File: src/rtl/fifo_pop_arbiter.sv
// fifo_pop_arbiter: pops one word at a time from NUM_CH source FIFOs onto a shared output (define FIFO_ARB_FIXED_PRIO_EN for fixed priority)
module fifo_pop_arbiter #(
   parameter int NUM_CH     = 4,
   parameter int DATA_WIDTH = 16,
   parameter int CH_BITS    = 2
) (
   input  logic                         clk,
   input  logic                         rst_n,
   input  logic                         i_enable,
   input  logic [NUM_CH-1:0]            i_mask,
   input  logic [NUM_CH-1:0]            i_fifo_empty,
   input  logic [NUM_CH*DATA_WIDTH-1:0] i_fifo_data,
   output logic [NUM_CH-1:0]            o_fifo_pop,
   output logic [DATA_WIDTH-1:0]        o_data,
   output logic                         o_valid,
   input  logic                         i_ready,
   output logic [CH_BITS-1:0]           o_grant_id,
   output logic                         o_busy
);
   typedef enum logic [1:0] {IDLE, POP, CAPT, HOLD} state_t;
   state_t              state;
   logic [NUM_CH-1:0]   req;
   logic [CH_BITS-1:0]  winner;
   logic                found;
   assign req = ~i_fifo_empty & ~i_mask;
`ifdef FIFO_ARB_FIXED_PRIO_EN
   // lowest-index requesting channel wins
   always_comb begin
      winner = '0;
      found  = 1'b0;
      for (int i = NUM_CH - 1; i >= 0; i--)
         if (req[i]) begin
            winner = CH_BITS'(i);
            found  = 1'b1;
         end
   end
`else
   logic [CH_BITS-1:0]  rr_ptr;
   int                  idx;
   // first requesting channel after the last grant, wrapping at NUM_CH
   always_comb begin
      winner = '0;
      found  = 1'b0;
      idx    = 0;
      for (int i = 1; i <= NUM_CH; i++) begin
         idx = (int'(rr_ptr) + i) % NUM_CH;
         if (!found && req[idx[CH_BITS-1:0]]) begin
            winner = idx[CH_BITS-1:0];
            found  = 1'b1;
         end
      end
   end
   // remember the last grant; reset value makes channel 0 win first
   always_ff @(posedge clk or negedge rst_n)
      if (!rst_n) rr_ptr <= CH_BITS'(NUM_CH - 1);
      else if (state == IDLE && i_enable && found) rr_ptr <= winner;
`endif
   // transaction FSM: grant, pop for one cycle, capture read data, hold until accepted
   always_ff @(posedge clk or negedge rst_n)
      if (!rst_n) begin
         state      <= IDLE;
         o_fifo_pop <= '0;
         o_valid    <= 1'b0;
         o_data     <= '0;
         o_grant_id <= '0;
         o_busy     <= 1'b0;
      end else
         case (state)
            IDLE: if (i_enable && found) begin
               state      <= POP;
               o_grant_id <= winner;
               o_fifo_pop <= NUM_CH'(1) << winner;
               o_busy     <= 1'b1;
            end
            POP: begin
               state      <= CAPT;
               o_fifo_pop <= '0;
            end
            CAPT: begin
               state   <= HOLD;
               o_data  <= i_fifo_data[o_grant_id*DATA_WIDTH +: DATA_WIDTH];
               o_valid <= 1'b1;
            end
            HOLD: if (i_ready) begin
               state   <= IDLE;
               o_valid <= 1'b0;
               o_busy  <= 1'b0;
            end
            default: state <= IDLE;
         endcase
endmodule

File: config.mk
export PLATFORM = sky130hd
export DESIGN_NAME = fifo_pop_arbiter
export DESIGN_NICKNAME = d
export VERILOG_FILES = /design/src/rtl/fifo_pop_arbiter.sv
export SDC_FILE = /design/constraint.sdc
export NUM_CORES = 1
export LEC_CHECK = 0
export BUFFER_PORTS_ARGS = -buffer_cell sky130_fd_sc_hd__buf_4
export CAP_MARGIN = 10
export CORE_MARGIN = 1
export CORE_UTILIZATION = 35
export CTS_BUF_LIST = sky130_fd_sc_hd__clkbuf_8
export CTS_CLUSTER_DIAMETER = 60
export DETAILED_ROUTE_END_ITERATION = 6
export GPL_TIMING_DRIVEN = 1
export PLACE_DENSITY = 0.78
export SYNTH_ARGS = -nofsm -noshare
export SYNTH_HDL_FRONTEND = slang
export SYNTH_SLANG_ARGS = --single-unit
export TNS_END_PERCENT = 5
File: constraint.sdc
create_clock -name clk -period 1.57 [get_ports clk]
set_input_delay 0.2355 -clock clk [delete_from_list [all_inputs] [get_ports clk]]
set_output_delay 0.2355 -clock clk [all_outputs]
set_load 0.02 [all_outputs]
==> Word-level counts from Yosys, hierarchy flattened <==
Index checks and enable logic that the tools add are counted.
{ "word_totals": {"input_bits": 76, "register_bits": 28, "word_cells": 68} }
{ "op_classes": {"muxes": 25, "reduce_logical": 18, "n_lt_le_gt_ge": 4, "n_eq_ne": 5, "n_shift": 2, "addsub": 4, "n_bitwise": 3} }
{ "op_table": {"columns": ["operator", "count"], "rows": [
  ["64-bit by 7-bit variable part select with 16-bit output", 1],
  ["2-bit by 3-bit less-than comparator with 1-bit output (second input constant)", 4],
  ["2-bit two-way mux", 6],
  ["1-bit two-way mux", 10],
  ["1-bit binary-select mux with 2-bit select", 4],
  ["4-bit NOT", 2],
  ["2-bit one-hot mux with 4 select lines", 1],
  ["4-bit one-hot mux with 2 select lines", 1],
  ["2-bit AND reduction", 4],
  ["1-bit logical AND", 6],
  ["2-bit nonzero test", 3],
  ["2-bit by 1-bit adder with 2-bit output (second input constant)", 2],
  ["2-bit adder (second input constant)", 2],
  ["4-bit bitwise AND", 1],
  ["2-bit equality test (second input constant)", 2],
  ["4-bit two-way mux", 1],
  ["1-bit one-hot mux with 2 select lines", 2],
  ["1-bit by 2-bit << shifter with 4-bit output (first input constant)", 1],
  ["1-bit logical NOT", 3],
  ["3-bit AND reduction", 1],
  ["2-bit by 1-bit equality test with 1-bit output (second input constant)", 1],
  ["2-bit logical NOT", 1],
  ["2-bit by 1-bit inequality test with 1-bit output (second input constant)", 1],
  ["2-bit inequality test (second input constant)", 1]
]} }

==> Longest topological paths before layout <==
Gate-level depths: netlist of run 1.
{ "logic_depth": {"ltp_word": 17, "ltp_mapped": 7, "mapped_depth_nobuf": 6} }

==> Least setup slack after synthesis of run 1 <==
No wires, ideal clock.
{ "synth_timing": {"path_kind": "reg-to-reg", "from": "register o_grant_id[0]", "to": "register o_data[6]", "arrival_time_ps": 1498, "setup_ps": 125, "path_slack_ps": -53, "period_less_slack_ps": 1623, "required_time_ps": 1445, "n_path_buf": 2, "stages_incl_launch_ff": 5, "path_cell_list": "dfrtp_1 buf_6 buf_12 mux4_2 mux2_4"} }
{ "synth_via": {"elab_chain_len": 1} }
{ "synth_rtl": {"columns": ["item", "line_no", "source"], "rows": [
  ["start: declaration", "17", "output logic [CH_BITS-1:0] o_grant_id,"],
  ["start signal: assignment", "71", "o_grant_id <= winner;"],
  ["64-bit by 7-bit variable part select with 16-bit output", "81", "o_data <= i_fifo_data[o_grant_id*DATA_WIDTH +: DATA_WIDTH];"],
  ["end signal: assignment", "81", null],
  ["end: declaration", "14", "output logic [DATA_WIDTH-1:0] o_data,"]
]} }
No other way between the ends.
A chain may end at the register's enable or synchronous reset.

==> Final worst setup path of run 1 <==
{ "layout_timing": {"from": "register state[1]", "to": "register o_fifo_pop[1]"} }
{ "layout_via": {"elab_chain_len": 3} }
{ "layout_rtl": {"columns": ["item", "line_no", "source"], "rows": [
  ["start: declaration", "21", "state_t state;"],
  ["start signal: assignment", "61", "state <= IDLE;"],
  ["start signal: assignment", "70", "state <= POP;"],
  ["start signal: assignment", "76", "state <= CAPT;"],
  ["2-bit by 1-bit equality test with 1-bit output or 2-bit logical NOT (tied branches)", "68", "case (state)"],
  ["2-bit nonzero test (no source line) or 2-bit by 1-bit inequality test with 1-bit output (tied branches)", null, null],
  ["2-bit AND reduction (no source line)", null, null],
  ["end signal: assignment", "72", "o_fifo_pop <= NUM_CH'(1) << winner;"],
  ["end: declaration", "13", "output logic [NUM_CH-1:0] o_fifo_pop,"]
]} }
Parallel ways exist; a longest one is shown, timed or not.

==> impl_metrics.env, run 1 <==
export IMPL_cap_violations=0
export IMPL_setup_worst_path_end_class="flop"
export IMPL_syn2layout_area_growth_pct=55.2
export IMPL_swShare_pct=36.9
export IMPL_grt_pass1_wl_um=6760
export IMPL_start_util_pct=36.9
export IMPL_final_nets=320
export IMPL_clk_latency_ps=270
export IMPL_grt_pass1_vias=1505
export IMPL_wl_um=4370
export IMPL_fmax_mhz=656
export IMPL_worstPathRequired_ps=1750
export IMPL_clk_path_buf_depth=2
export IMPL_ys_seq_area_share_pct=39.5
export IMPL_drtIter0Drc=21
export IMPL_hold_violations=0
export IMPL_final_period_utilization_pct=97.1
export IMPL_critPathBufInv=1
export IMPL_finalCriticalPeriod_ps=1520
export IMPL_grt_max_degree=29
export IMPL_yosysWarnings=0
export IMPL_synth_edff_count=0
export IMPL_fp_coreArea_um2=4820
export IMPL_place_hpwl_um=3300
export IMPL_cp_cell_sequence="inv_2, ha_4, nand2_4, or4_4, o311ai_2"
export IMPL_fin_skew_ps=3.76
export IMPL_pwr_share_clk_pct=8.0
export IMPL_diodes=0
export IMPL_cts_buffers=3
export IMPL_async_reset_ff_share_pct=100
export IMPL_critPathMaxStageDelay_ps=510
export IMPL_die_area_um2=5370
export IMPL_power_density_nw_per_um2=1760
export IMPL_crit_slowest_cell="or4_4"
export IMPL_post_cts_buffers=0
export IMPL_die_w_um=73.3
export IMPL_path_clk_slew_ps=90
export IMPL_drt_drc_violations_left=0
export IMPL_rows=25
export IMPL_first_pass_iters=4
export IMPL_peakVddDrop_uv=713
export IMPL_gp_congestion=0.797
export IMPL_finalSetupViolCount=0
export IMPL_switchingPower_w=0.00179
export IMPL_grt_antenna_before_repair=0
export IMPL_viasPerCell=4.98
export IMPL_drive_gt1_share_pct=66.4
export IMPL_startpoint_type="flop"
export IMPL_htreeDepth=1
export IMPL_synth_nets=210
export IMPL_die_y_um=73.3
export IMPL_netlist_area_um2=1780
export IMPL_relSlewSlack_pct=71.9
export IMPL_intPower_w=0.00307
export IMPL_power_share_combinational_pct=64.7
export IMPL_rsz0062_at_grt="true"
export IMPL_clockRootBuffer="clkbuf_8"
export IMPL_worstPathArrival_ps=1700
export IMPL_finalSetupTns_ps=0
export IMPL_synth_cell_types=37
export IMPL_cts_sinks=28
export IMPL_criticalPathCategory="flop to flop"
export IMPL_worstMarginPinSlew_ps=422
export IMPL_syn_area_per_cell_um2=13.8
export IMPL_cts_tree="yes"
export IMPL_utilization_pct=57.3
export IMPL_syn_inst=129
export IMPL_cp_top_family="simple AND/OR/NAND/NOR gates"
export IMPL_port_buffers=99
export IMPL_crit_path_max_fanout=4
export IMPL_synth_main_ff_cell="dfrtp_1"
export IMPL_min_path_type="input port to flop"
export IMPL_synth_seq_cells=28
export IMPL_ant_nets=0
export IMPL_final_max_slew_viol_count=0
export IMPL_outcome="completed"
export IMPL_p_leak_nw=1.32
export IMPL_ios=100
export IMPL_num_vias=1518
export IMPL_grt_overflow_total=0
export IMPL_wire_per_inst_um=14.3
export IMPL_grt_usage_pct=16.3
export IMPL_power_frac_seq_pct=27.3
==> Yosys cell counts, types with 2 or more instances <==
library cell | n | area share [%]
o22ai_1 | 3 | 1.1
nor3_1 | 2 | 0.56
dfstp_2 | 2 | 3.0
o21ai_0 | 2 | 0.56
nor2_1 | 12 | 2.5
dfrtp_1 | 26 | 37
a21oi_1 | 7 | 2.0
mux4_1 | 7 | 10
mux2_4 | 9 | 7.6
mux2_2 | 9 | 5.7
inv_1 | 7 | 1.5
o22a_1 | 2 | 0.99
buf_6 | 2 | 1.3
mux4_2 | 9 | 11
ha_1 | 5 | 3.5
buf_2 | 4 | 1.1
==> cell type report <==
| class | instances | area (µm²) |
|---|---|---|
| clock inverters | 1 | 3.75 |
| fillers | 425 | 2060 |
| repair buffers | 113 | 888 |
| inverters | 7 | 26.3 |
| flip-flops and latches | 28 | 704 |
| clock buffers | 3 | 41.3 |
| well taps | 67 | 83.8 |
| multi-input cells | 86 | 1010 |
==> metal layers <==
layer	up-vias	track usage [%]	part of all wire, %
li1	715	-	-
met1	734	20.5	38
met2	65	28.9	54
met3	4	3.02	7.0
met4	0	3.92	0.53
met5	-	0	0
==> through the flow <==
stage               area, µm²  hold WS [ps]  worst slack (ps)  total power, W  instances
global placement         2680           174              47.6         0.00434        300
CTS                      2730           158              8.27         0.00482        305
detailed placement       2680           178              30.6         0.00442        300
floorplan                1780         -60.1             -37.0         0.00330        129
global route             2760           153             -20.4         0.00519        305
finish                   2760           161              45.9         0.00486        305
==> sequential cells by signal, summed over array words and instances, names as in the netlist <==
register and flops:
state 2, rr_ptr 2, o_valid 1, o_data 16, o_fifo_pop 4, o_grant_id 2, o_busy 1
==> power groups by stage <==
| stage | clock network [W] | registers [W] | logic, W |
|---|---|---|---|
| after floorplan | 0 | 0.00168 | 0.00162 |
| after global placement | 0 | 0.00132 | 0.00302 |
| after detailed placement | 0 | 0.00132 | 0.00310 |
| after CTS | 0.000405 | 0.00132 | 0.00310 |
| after global routing | 0.000434 | 0.00138 | 0.00338 |
| final | 0.000390 | 0.00133 | 0.00314 |
==> path summary, 6_finish.rpt <==
kind | slack [ps] | start | endpoint | cells past startpoint
max | 50 | state[1] | o_fifo_pop[1] | 5
max reg2reg | 50 | state[1] | o_fifo_pop[1] | 5
max in group asynchronous | 840 | rst_n | rr_ptr[0] | 2
min in group asynchronous | 420 | rst_n | o_data[15] | 2
min reg2reg | 520 | o_data[12] | o_data[12] | 1
min | 160 | i_ready | o_valid | 2
==> cell families after synthesis <==
group                      count (synthesis)  share of synthesized area (%)
AOI/OAI and AO/OA                         23                           9.22
adders and majority gates                  5                           3.52
buffers and inverters                     15                           5.21
DFF                                       28                           39.5
muxes                                     35                           35.6
and+or+nand+nor                           23                           6.90
==> timing repair <==
action / in CTS / in global routing
gates resized for setup: 0 / 11
setup endpoints to repair: 0 / 11
hold buffers: 1 / 0
hold endpoints to repair: 26 / 0
==> placed cells by master, fill, tap and decap left out, types with 2 or more instances in the layout <==
cell type | netlist | final
a21oi_1 | 7 | 7
buf_12 | 1 | 3
buf_4 | 0 | 109
clkbuf_8 | 0 | 3
dfrtp_1 | 26 | 25
dfstp_2 | 2 | 2
ha_1 | 5 | 4
inv_1 | 7 | 6
inv_2 | 0 | 2
mux2_2 | 9 | 9
mux2_4 | 9 | 9
mux4_1 | 7 | 5
mux4_2 | 9 | 11
nor2_1 | 12 | 12
nor3_1 | 2 | 2
o21ai_0 | 2 | 2
o22a_1 | 2 | 2
o22ai_1 | 3 | 3
==> worst register-to-register path, stage by stage, from the launching register on <==
cell and delay [ps]:
dfrtp_1 390, inv_2 80, ha_4 150, nand2_4 60, or4_4 510, o311ai_2 250
Note: power is estimated with default switching activity, not from simulation.
==> inputs of run 2 (changes only) <==
--- a/config.mk
+++ b/config.mk
@@ -5,15 +5,15 @@
 export SDC_FILE = /design/constraint.sdc
 export NUM_CORES = 1
 export LEC_CHECK = 0
-export BUFFER_PORTS_ARGS = -buffer_cell sky130_fd_sc_hd__buf_4
 export CAP_MARGIN = 10
 export CORE_MARGIN = 1
 export CORE_UTILIZATION = 35
 export CTS_BUF_LIST = sky130_fd_sc_hd__clkbuf_8
 export CTS_CLUSTER_DIAMETER = 60
 export DETAILED_ROUTE_END_ITERATION = 6
+export DONT_BUFFER_PORTS = 1
 export GPL_TIMING_DRIVEN = 1
-export PLACE_DENSITY = 0.78
+export PLACE_DENSITY = 0.61
 export SYNTH_ARGS = -nofsm -noshare
 export SYNTH_HDL_FRONTEND = slang
 export SYNTH_SLANG_ARGS = --single-unit
==> impl_metrics.env, run 2 (synthesis results as in run 1) <==
export IMPL_cp_top_family="simple AND/OR/NAND/NOR gates"
export IMPL_critPathMaxStageDelay_ps=540
export IMPL_layout_commonest_cell="dfrtp_1"
export IMPL_die_y_um=73.3
export IMPL_worstPathArrival_ps=1750
export IMPL_peakVddDrop_uv=957
export IMPL_power_share_combinational_pct=50.9
export IMPL_place_ws_ps=-78.5
export IMPL_clockRootBuffer="clkbuf_8"
export IMPL_cts_buffers=3
export IMPL_die_area_um2=5370
export IMPL_utilization_pct=42.7
export IMPL_final_max_slew_viol_count=0
export IMPL_place_hpwl_um=3000
export IMPL_intPower_w=0.00260
export IMPL_cts_sinks=28
export IMPL_fillers=459
export IMPL_finalWorstSetupSlack_ps=-6.47
export IMPL_fp_coreArea_um2=4820
export IMPL_rsz0062_at_grt="true"
export IMPL_crit_path_max_fanout=6
export IMPL_hold_violations=0
export IMPL_setup_worst_path_end_class="flop"
export IMPL_outcome="finished, violations left"
export IMPL_finalSetupTns_ps=-6.47
export IMPL_drt_drc_violations_left=0
export IMPL_port_buffers=0
export IMPL_worstPathRequired_ps=1750
export IMPL_design_area_um2=2060
export IMPL_cts_tree="yes"
export IMPL_fmax_mhz=634
export IMPL_finalSetupViolCount=1
export IMPL_worstMarginPinSlew_ps=307
export IMPL_cp_cell_sequence="inv_2, buf_4, ha_1, or3b_2, o311ai_4"
export IMPL_layout_common_cells="dfrtp_1 (25), buf_4 (13), nor2_1 (12)"
export IMPL_reg_top3="o_data: 16 flops, o_fifo_pop: 4 flops"
export IMPL_clk_latency_ps=280
export IMPL_num_vias=1174
export IMPL_power_density_nw_per_um2=2100
export IMPL_largest_register="o_data"
export IMPL_final_nets=224
export IMPL_start_util_pct=36.9
export IMPL_criticalPathCategory="flop to flop"
export IMPL_ant_nets=0
export IMPL_finalCriticalPeriod_ps=1580
export IMPL_grt_usage_pct=14.6
export IMPL_viasPerCell=5.62
export IMPL_swShare_pct=39.6
export IMPL_path_clk_slew_ps=100
export IMPL_die_w_um=73.3
export IMPL_gp_congestion=0.795
export IMPL_largest_register_ffs=16
export IMPL_p_leak_nw=0.862
export IMPL_cap_violations=0
export IMPL_violations="negative setup slack"
export IMPL_syn2layout_area_growth_pct=15.7
export IMPL_first_pass_iters=3
export IMPL_drive_gt1_share_pct=44.4
export IMPL_placed_cells=201
export IMPL_grt_antenna_before_repair=0
export IMPL_min_path_type="input port to flop"
export IMPL_place_area_um2=1920
export IMPL_power_frac_seq_pct=39.8
export IMPL_final_period_utilization_pct=100
export IMPL_switchingPower_w=0.00171
export IMPL_grt_overflow_total=0
export IMPL_rows=25
export IMPL_grt_pass1_wl_um=5870
export IMPL_relSlewSlack_pct=79.3
export IMPL_final_cells=209
export IMPL_clk_path_buf_depth=2
export IMPL_diodes=0
export IMPL_crit_slowest_cell="or3b_2"
export IMPL_ios=100
export IMPL_grt_pass1_vias=1326
export IMPL_critPathBufInv=2
export IMPL_wl_um=3990
export IMPL_startpoint_type="flop"
export IMPL_fin_skew_ps=10.1
export IMPL_grt_max_degree=29
export IMPL_wire_per_inst_um=19.1
export IMPL_htreeDepth=1
export IMPL_pwr_share_clk_pct=9.3
export IMPL_drtIter0Drc=40
run 2: area by class of cell:
type	count	area, µm²	area share, %
inverters	7	26.3	1.28
multi-input cells	86	1030	50.1
repair buffers	17	168	8.15
flip-flops and latches	28	704	34.2
well taps	67	83.8	4.08
clock buffers	3	41.3	2.01
clock inverters	1	3.75	0.182
run 2: metrics by stage:
stage	hold slack (ps)	total power, W
floorplan	-60.1	0.00330
global placement	-59.3	0.00369
detailed placement	-59.5	0.00378
CTS	42.5	0.00429
global route	55.3	0.00459
finish	52.4	0.00431
run 2: metal layers:
| metal | GRT usage [%] | part of all wire [%] |
|---|---|---|
| met3 | 4.53 | 10 |
| met1 | 17.6 | 36 |
| met5 | 0 | 0 |
| met4 | 5.45 | 0.93 |
| met2 | 24.4 | 53 |
run 2: timing repair:
item,CTS,global route
hold endpoints to repair,28,0
setup endpoints to repair,5,10
gates resized for setup,7,6
hold buffers,2,0
pin swaps,0,1
setup buffers,0,2
run 2: worst paths after layout:
check | start | to | slack [ps] | cells after the start
setup / recovery | state[1] | o_fifo_pop[1] | -6 | 5
hold / removal | i_ready | o_valid | 50 | 1
setup reg to reg | state[1] | o_fifo_pop[1] | -6 | 5
hold reg to reg | rr_ptr[0] | rr_ptr[0] | 550 | 2
max in group asynchronous | rst_n | rr_ptr[1] | 950 | 2
min in group asynchronous | rst_n | o_data[10] | 370 | 2
run 2: power groups by stage:
| stage | Combinational [W] | Clock (W) | Sequential [W] |
|---|---|---|---|
| after floorplan | 0.00162 | 0 | 0.00168 |
| final | 0.00220 | 0.000401 | 0.00172 |
| after detailed placement | 0.00205 | 0 | 0.00173 |
| after global routing | 0.00238 | 0.000447 | 0.00177 |
| after global placement | 0.00198 | 0 | 0.00171 |
| after CTS | 0.00214 | 0.000420 | 0.00173 |
run 2: worst reg2reg max path: cells and delay by family, from the launching register on:
family / cells / cell delay (ps)
DFF: 1 / 390
adders and majority gates: 1 / 270
buffers and inverters: 2 / 200
and+or+nand+nor: 1 / 540
AOI/OAI and AO/OA: 1 / 80
